**src/rtl/seg7_scan_ctrl_if.sv**
```systemverilog
// seg7_scan_ctrl_if: digit-write valid/ready port of the seven-segment scan controller
interface seg7_scan_ctrl_if;
  logic       wr_valid;
  logic       wr_ready;
  logic [1:0] wr_sel;
  logic [3:0] wr_data;
  modport master (output wr_valid, output wr_sel, output wr_data, input wr_ready);
  modport slave  (input wr_valid, input wr_sel, input wr_data, output wr_ready);
endinterface

```
**src/rtl/seg7_scan_ctrl.sv**
```systemverilog
// seg7_scan_ctrl: 4-digit common-anode seven-segment scanner with blanking and a one-entry write stage
module seg7_scan_ctrl #(
  parameter int REFRESH_DIV = 50000,
  parameter int BLANK_CYC   = 16
) (
  input  logic                   clk,
  input  logic                   rst_n,
  input  logic                   en_i,
  seg7_scan_ctrl_if.slave        wr,
  output logic [6:0]             seg_o,
  output logic [3:0]             an_o,
  output logic                   scan_tick_o
);
  localparam int CW = $clog2(REFRESH_DIV);
  typedef enum logic [1:0] {IDLE, BLANK, SHOW} state_t;
  state_t          state_q, state_d;
  logic [CW-1:0]   cnt_q, cnt_d;
  logic [1:0]      idx_q, idx_d;
  logic [3:0][3:0] dig_q, dig_d;
  logic            pend_q, pend_d;
  logic [1:0]      psel_q, psel_d;
  logic [3:0]      pdata_q, pdata_d;
  logic            ready_q, ready_d;
  logic [3:0]      an_q, an_d;
  logic [6:0]      seg_q, seg_d;
  logic            tick_q, tick_d;
  logic            commit, accept;
  function automatic logic [6:0] decode(input logic [3:0] h);
    case (h)
      4'h0: decode = 7'h40;
      4'h1: decode = 7'h79;
      4'h2: decode = 7'h24;
      4'h3: decode = 7'h30;
      4'h4: decode = 7'h19;
      4'h5: decode = 7'h12;
      4'h6: decode = 7'h02;
      4'h7: decode = 7'h78;
      4'h8: decode = 7'h00;
      4'h9: decode = 7'h10;
      4'hA: decode = 7'h08;
      4'hB: decode = 7'h03;
      4'hC: decode = 7'h46;
      4'hD: decode = 7'h21;
      4'hE: decode = 7'h06;
      default: decode = 7'h0E;
    endcase
  endfunction
  // Digits only change while dark: in IDLE or on the first cycle of a blanking gap.
  assign commit = pend_q && (state_q == IDLE || (state_q == BLANK && cnt_q == '0));
  assign accept = wr.wr_valid && ready_q;
  always_comb begin
    dig_d   = dig_q;
    pend_d  = pend_q;
    psel_d  = psel_q;
    pdata_d = pdata_q;
    if (commit) begin
      dig_d[psel_q] = pdata_q;
      pend_d        = 1'b0;
    end
    if (accept) begin
      pend_d  = 1'b1;
      psel_d  = wr.wr_sel;
      pdata_d = wr.wr_data;
    end
    ready_d = !pend_d;
  end
  always_comb begin
    state_d = state_q;
    cnt_d   = cnt_q;
    idx_d   = idx_q;
    if (!en_i) begin
      state_d = IDLE;
      cnt_d   = '0;
      idx_d   = 2'd0;
    end else begin
      case (state_q)
        IDLE: begin
          state_d = BLANK;
          cnt_d   = '0;
          idx_d   = 2'd0;
        end
        BLANK: begin
          cnt_d   = cnt_q + CW'(1);
          state_d = (cnt_q == CW'(BLANK_CYC - 1)) ? SHOW : BLANK;
        end
        SHOW: begin
          state_d = (cnt_q == CW'(REFRESH_DIV - 1)) ? BLANK : SHOW;
          cnt_d   = (cnt_q == CW'(REFRESH_DIV - 1)) ? '0 : cnt_q + CW'(1);
          idx_d   = (cnt_q == CW'(REFRESH_DIV - 1)) ? idx_q + 2'd1 : idx_q;
        end
        default: begin
          state_d = IDLE;
          cnt_d   = '0;
          idx_d   = 2'd0;
        end
      endcase
    end
  end
  // Outputs are registered from the next state so they track the state register.
  always_comb begin
    an_d   = (state_d == SHOW) ? ~(4'b0001 << idx_d) : 4'hF;
    seg_d  = (state_d == SHOW) ? decode(dig_d[idx_d]) : 7'h7F;
    tick_d = (state_d == BLANK) && (cnt_d == '0) && (idx_d == 2'd0);
  end
  always_ff @(posedge clk or negedge rst_n) begin
    if (!rst_n) begin
      state_q <= IDLE;
      cnt_q   <= '0;
      idx_q   <= 2'd0;
      dig_q   <= '0;
      pend_q  <= 1'b0;
      psel_q  <= 2'd0;
      pdata_q <= 4'd0;
      ready_q <= 1'b1;
      an_q    <= 4'hF;
      seg_q   <= 7'h7F;
      tick_q  <= 1'b0;
    end else begin
      state_q <= state_d;
      cnt_q   <= cnt_d;
      idx_q   <= idx_d;
      dig_q   <= dig_d;
      pend_q  <= pend_d;
      psel_q  <= psel_d;
      pdata_q <= pdata_d;
      ready_q <= ready_d;
      an_q    <= an_d;
      seg_q   <= seg_d;
      tick_q  <= tick_d;
    end
  end
  assign wr.wr_ready  = ready_q;
  assign an_o         = an_q;
  assign seg_o        = seg_q;
  assign scan_tick_o  = tick_q;
endmodule

```
**src/flat_wrapper.sv**
```systemverilog
// flat-port wrapper written by rule: the top's interface ports become plain ports
module seg7_scan_ctrl_flat 
#(
  parameter int REFRESH_DIV = 50000,
  parameter int BLANK_CYC   = 16
)
  (clk, rst_n, en_i, seg_o, an_o, scan_tick_o, wr_wr_valid, wr_wr_sel, wr_wr_data, wr_wr_ready);
  seg7_scan_ctrl_if wr_i ();
  input  logic clk;
  input  logic rst_n;
  input  logic en_i;
  output logic [6:0] seg_o;
  output logic [3:0] an_o;
  output logic scan_tick_o;
  input wire logic [$bits(wr_i.wr_valid)-1:0] wr_wr_valid;
  input wire logic [$bits(wr_i.wr_sel)-1:0] wr_wr_sel;
  input wire logic [$bits(wr_i.wr_data)-1:0] wr_wr_data;
  output wire logic [$bits(wr_i.wr_ready)-1:0] wr_wr_ready;
  assign wr_i.wr_valid = wr_wr_valid;
  assign wr_i.wr_sel = wr_wr_sel;
  assign wr_i.wr_data = wr_wr_data;
  assign wr_wr_ready = wr_i.wr_ready;
  seg7_scan_ctrl #(.REFRESH_DIV(REFRESH_DIV), .BLANK_CYC(BLANK_CYC)) u_core (.clk(clk), .rst_n(rst_n), .en_i(en_i), .wr(wr_i), .seg_o(seg_o), .an_o(an_o), .scan_tick_o(scan_tick_o));
endmodule
```
**config.mk**
```make
export PLATFORM = sky130hd
export DESIGN_NAME = seg7_scan_ctrl_flat
export DESIGN_NICKNAME = d
export VERILOG_FILES = /design/src/rtl/seg7_scan_ctrl_if.sv /design/src/rtl/seg7_scan_ctrl.sv /design/src/flat_wrapper.sv
export SDC_FILE = /design/constraint.sdc
export NUM_CORES = 1
export LEC_CHECK = 0
export CAP_MARGIN = 20
export CELL_PAD_IN_SITES_DETAIL_PLACEMENT = 0
export CELL_PAD_IN_SITES_GLOBAL_PLACEMENT = 2
export CORE_MARGIN = 8
export CORE_UTILIZATION = 35
export CTS_CLUSTER_DIAMETER = 60
export DETAILED_ROUTE_END_ITERATION = 7
export GPL_ROUTABILITY_DRIVEN = 0
export PLACE_DENSITY_LB_ADDON = 0.1
export SLEW_MARGIN = 20
export SYNTH_ARGS = -nofsm -noshare
export SYNTH_HDL_FRONTEND = slang
export SYNTH_SLANG_ARGS = --single-unit
```
**constraint.sdc**
```tcl
create_clock -name clk -period 3.4 [get_ports clk]
set_input_delay 0.51 -clock clk [delete_from_list [all_inputs] [get_ports clk]]
set_output_delay 0.51 -clock clk [all_outputs]
set_load 0.02 [all_outputs]
```
==> impl_metrics.yaml <==
synth:
  netlist_top_cells_area: "dfrtp_1, dfstp_2, mux2_2, ha_1, nor2_1"
  yosysTopAreaCell: "dfrtp_1"
  ys_top_cells_by_count: "dfrtp_1, mux2_2, nor2_1"
  yosys.cell_types.count: 59
  synth_ff_type: "dfrtp_1"
  ys_async_sr_fraction: 1.00
  syn_nets: 300
  yosys.area.top_type_share: 0.362
  synth_cells: 280
  synth_area_per_cell_um2: 10.9
  ys_ff_latch: 56
  synth-seq-area-share: 0.465
  yosys_warnings: 0
  synth.most_common_cell: "dfrtp_1"
  synth_edf_count: 0
  netlist_area_um2: 3050
detailed_routing:
  wire_per_inst_um: 16.1
  drc: 0
  first_pass_iters: 4
  ant_nets: 0
  vias: 2258
  drt-initial-drc-count: 79
  viasPerCell: 5.04
  drt-total-wl_mm: 7.22
setup_path:
  critPathArrivalTime_ns: 3.59
  criticalPathCategory: "reg -> reg"
  worstSetupEndpointType: "flip-flop"
  r2r_cells: 10
  path_max_fanout: 5
  cp-start-kind: "flip-flop"
  cp_data_required_time_ns: 3.63
floorplanning:
  die_x_um: 109
  core_region_area_um2: 8590
  die_h_um: 109
  die_area_um2: 11900
  pin_count: 23
  rows: 34
  start_util: 0.354
worst_hold_path:
  min_path_type: "in -> async"
timing:
  setup_violations: 0
  min_period_ns: 3.37
  fin_tns_setup_ns: 0
  rsz0062_at_grt: "true"
  worst_pin_slew_ns: 0.571
  slew_violations: 0
  min_period_over_period: 0.991
  finalHoldViolCount: 0
  finClkSkew_ns: 0.00616
  max_freq_mhz: 297
  relSlewSlack: 0.619
clock_tree:
  cts_hold_buf: 0
  clock_latency_ns: 0.30
  cts.sinks: 56
  cts_buffer_depth: 2
  cts_buffers: 5
  cts_tree: "done"
  clk_pin_slew_worst_paths_ns: 0.10
  htreeDepth: 2
  cts-root-buf: "clkbuf_8"
placed_design:
  hpwl_mm: 5.28
  place_area_um2: 3590
  dp.cells: 430
  port_buffers: 22
global_routing:
  grt_pass1_vias: 2247
  grt.total_usage: 0.124
  grt_start_max_net_pins: 44
  antenna_found_initial: 0
  grt-ovfl-total: 0
  grt_pass1_wl_mm: 11.6
pwr:
  power_density_nw_per_um2: 553
  ir_drop_mv: 0.305
  p_leak_nw: 1.65
outcome:
  status: "finished, final reports clean"
cells_and_area:
  num_antenna_cells: 0
  postLayoutCellArea_um2: 3910
  area_delta_synth_final_pct: 28.3
  instances_no_fill: 448
  finish.net_count: 359
  drive_above_1_share: 0.344
flow_run:
  drv_cap: 0
==> logic make-up (layout without fill, tap and decap cells) <==
group                      Yosys count  in the layout  synth area share
AOI/OAI and AO/OA                   39             39            0.0965
and+or+nand+nor                    104            104             0.202
buffers and inverters               24             84            0.0374
muxes                               31             31             0.112
adders and majority gates           10             10            0.0411
DFF                                 56             56             0.465
xor gates and xnor gates            16             16            0.0460
==> flip-flops by register name, indices dropped and copies added, names as in the netlist <==
register and flops:
u_core.idx_q 2, u_core.scan_tick_o 1, u_core.dig_q 16, u_core.an_o 4, u_core.pend_q 1, u_core.wr.wr_ready 1
u_core.state_q 2, u_core.psel_q 2, u_core.pdata_q 4, u_core.cnt_q 16, u_core.seg_o 7
==> per-layer routing <==
| layer | track usage | part of all wire | vias up | wire length (um) |
|---|---|---|---|---|
| met5 | 0 | 0 | - | 0 |
| met4 | 0.0453 | 0.014 | 0 | 104 |
| met3 | 0.0195 | 0.023 | 9 | 166 |
| met2 | 0.196 | 0.48 | 25 | 3440 |
| met1 | 0.168 | 0.49 | 1111 | 3510 |
| li1 | - | - | 1113 | - |
==> path summary, 6_finish.rpt <==
kind / start / end / slack, ns
worst min register to register: u_core.dig_q[6] / u_core.dig_q[6] / 0.49
worst min-delay path: rst_n / u_core.pdata_q[2] / 0.19
worst max register to register: u_core.cnt_q[12] / u_core.seg_o[0] / 0.03
max in group asynchronous: rst_n / u_core.seg_o[4] / 2.52
worst max-delay path: u_core.cnt_q[12] / u_core.seg_o[0] / 0.03
min in group clk: u_core.dig_q[6] / u_core.dig_q[6] / 0.49
==> area by class of cell <==
cell class,instances,area (um^2)
clock buffers,6,82.6
clock inverters,2,33.8
inverters,13,48.8
repair buffers,63,533
flip-flops and latches,56,1420
well taps,108,135
multi-input cells,200,1660
fillers,818,4690
==> critical path: stages, from the launching register on <==
cell and delay [ns]:
dfrtp_1 0.40, or4_4 0.54, or4_4 0.63, o21ai_4 0.24, mux2_4 0.33, mux2_4 0.27
mux2i_4 0.18, inv_2 0.09, ha_4 0.16, nor3_1 0.32, o31ai_2 0.12
==> through the flow <==
stage | total power, W | utilization | setup slack [ns] | hold slack [ns]
floorplan | 0.00135 | - | 0.00395 | 0.214
global placement | 0.00154 | 0.418 | 0.0460 | 0.466
detailed placement | 0.00154 | 0.418 | 0.0264 | 0.468
CTS | 0.00200 | 0.432 | 0.00451 | 0.395
global route | 0.00231 | 0.455 | -0.0685 | 0.219
finish | 0.00216 | 0.455 | 0.0321 | 0.190
==> power by group <==
group	internal (W)	total [W]	switching [W]
Clock	0.000238	0.000448	0.000211
Sequential	0.000791	0.000857	0.0000655
Combinational	0.000450	0.000857	0.000406
==> cell usage in the layout, fill, tap and decap left out, types with 4 or more instances in the layout <==
cell type | synthesis | layout
a21oi_1 | 9 | 8
and3_1 | 6 | 6
buf_4 | 1 | 40
clkbuf_8 | 0 | 6
clkdlybuf4s50_1 | 0 | 21
dfrtp_1 | 44 | 44
dfstp_2 | 12 | 12
ha_1 | 10 | 6
inv_1 | 12 | 9
inv_2 | 1 | 4
mux2_2 | 25 | 18
mux2_4 | 0 | 7
mux2i_1 | 6 | 4
nand2_1 | 16 | 16
nand2b_1 | 4 | 4
nand3_1 | 12 | 12
nand4_1 | 7 | 7
nor2_1 | 24 | 23
nor2b_1 | 4 | 4
o211ai_1 | 4 | 4
xnor2_1 | 9 | 9
xor2_1 | 7 | 7
==> repair_timing <==
item	CTS	global route
resized for setup	1	26
setup endpoints to repair	1	7
pin swaps	1	14
setup buffers	0	10
No activity file was read; power rests on OpenSTA's default activity.
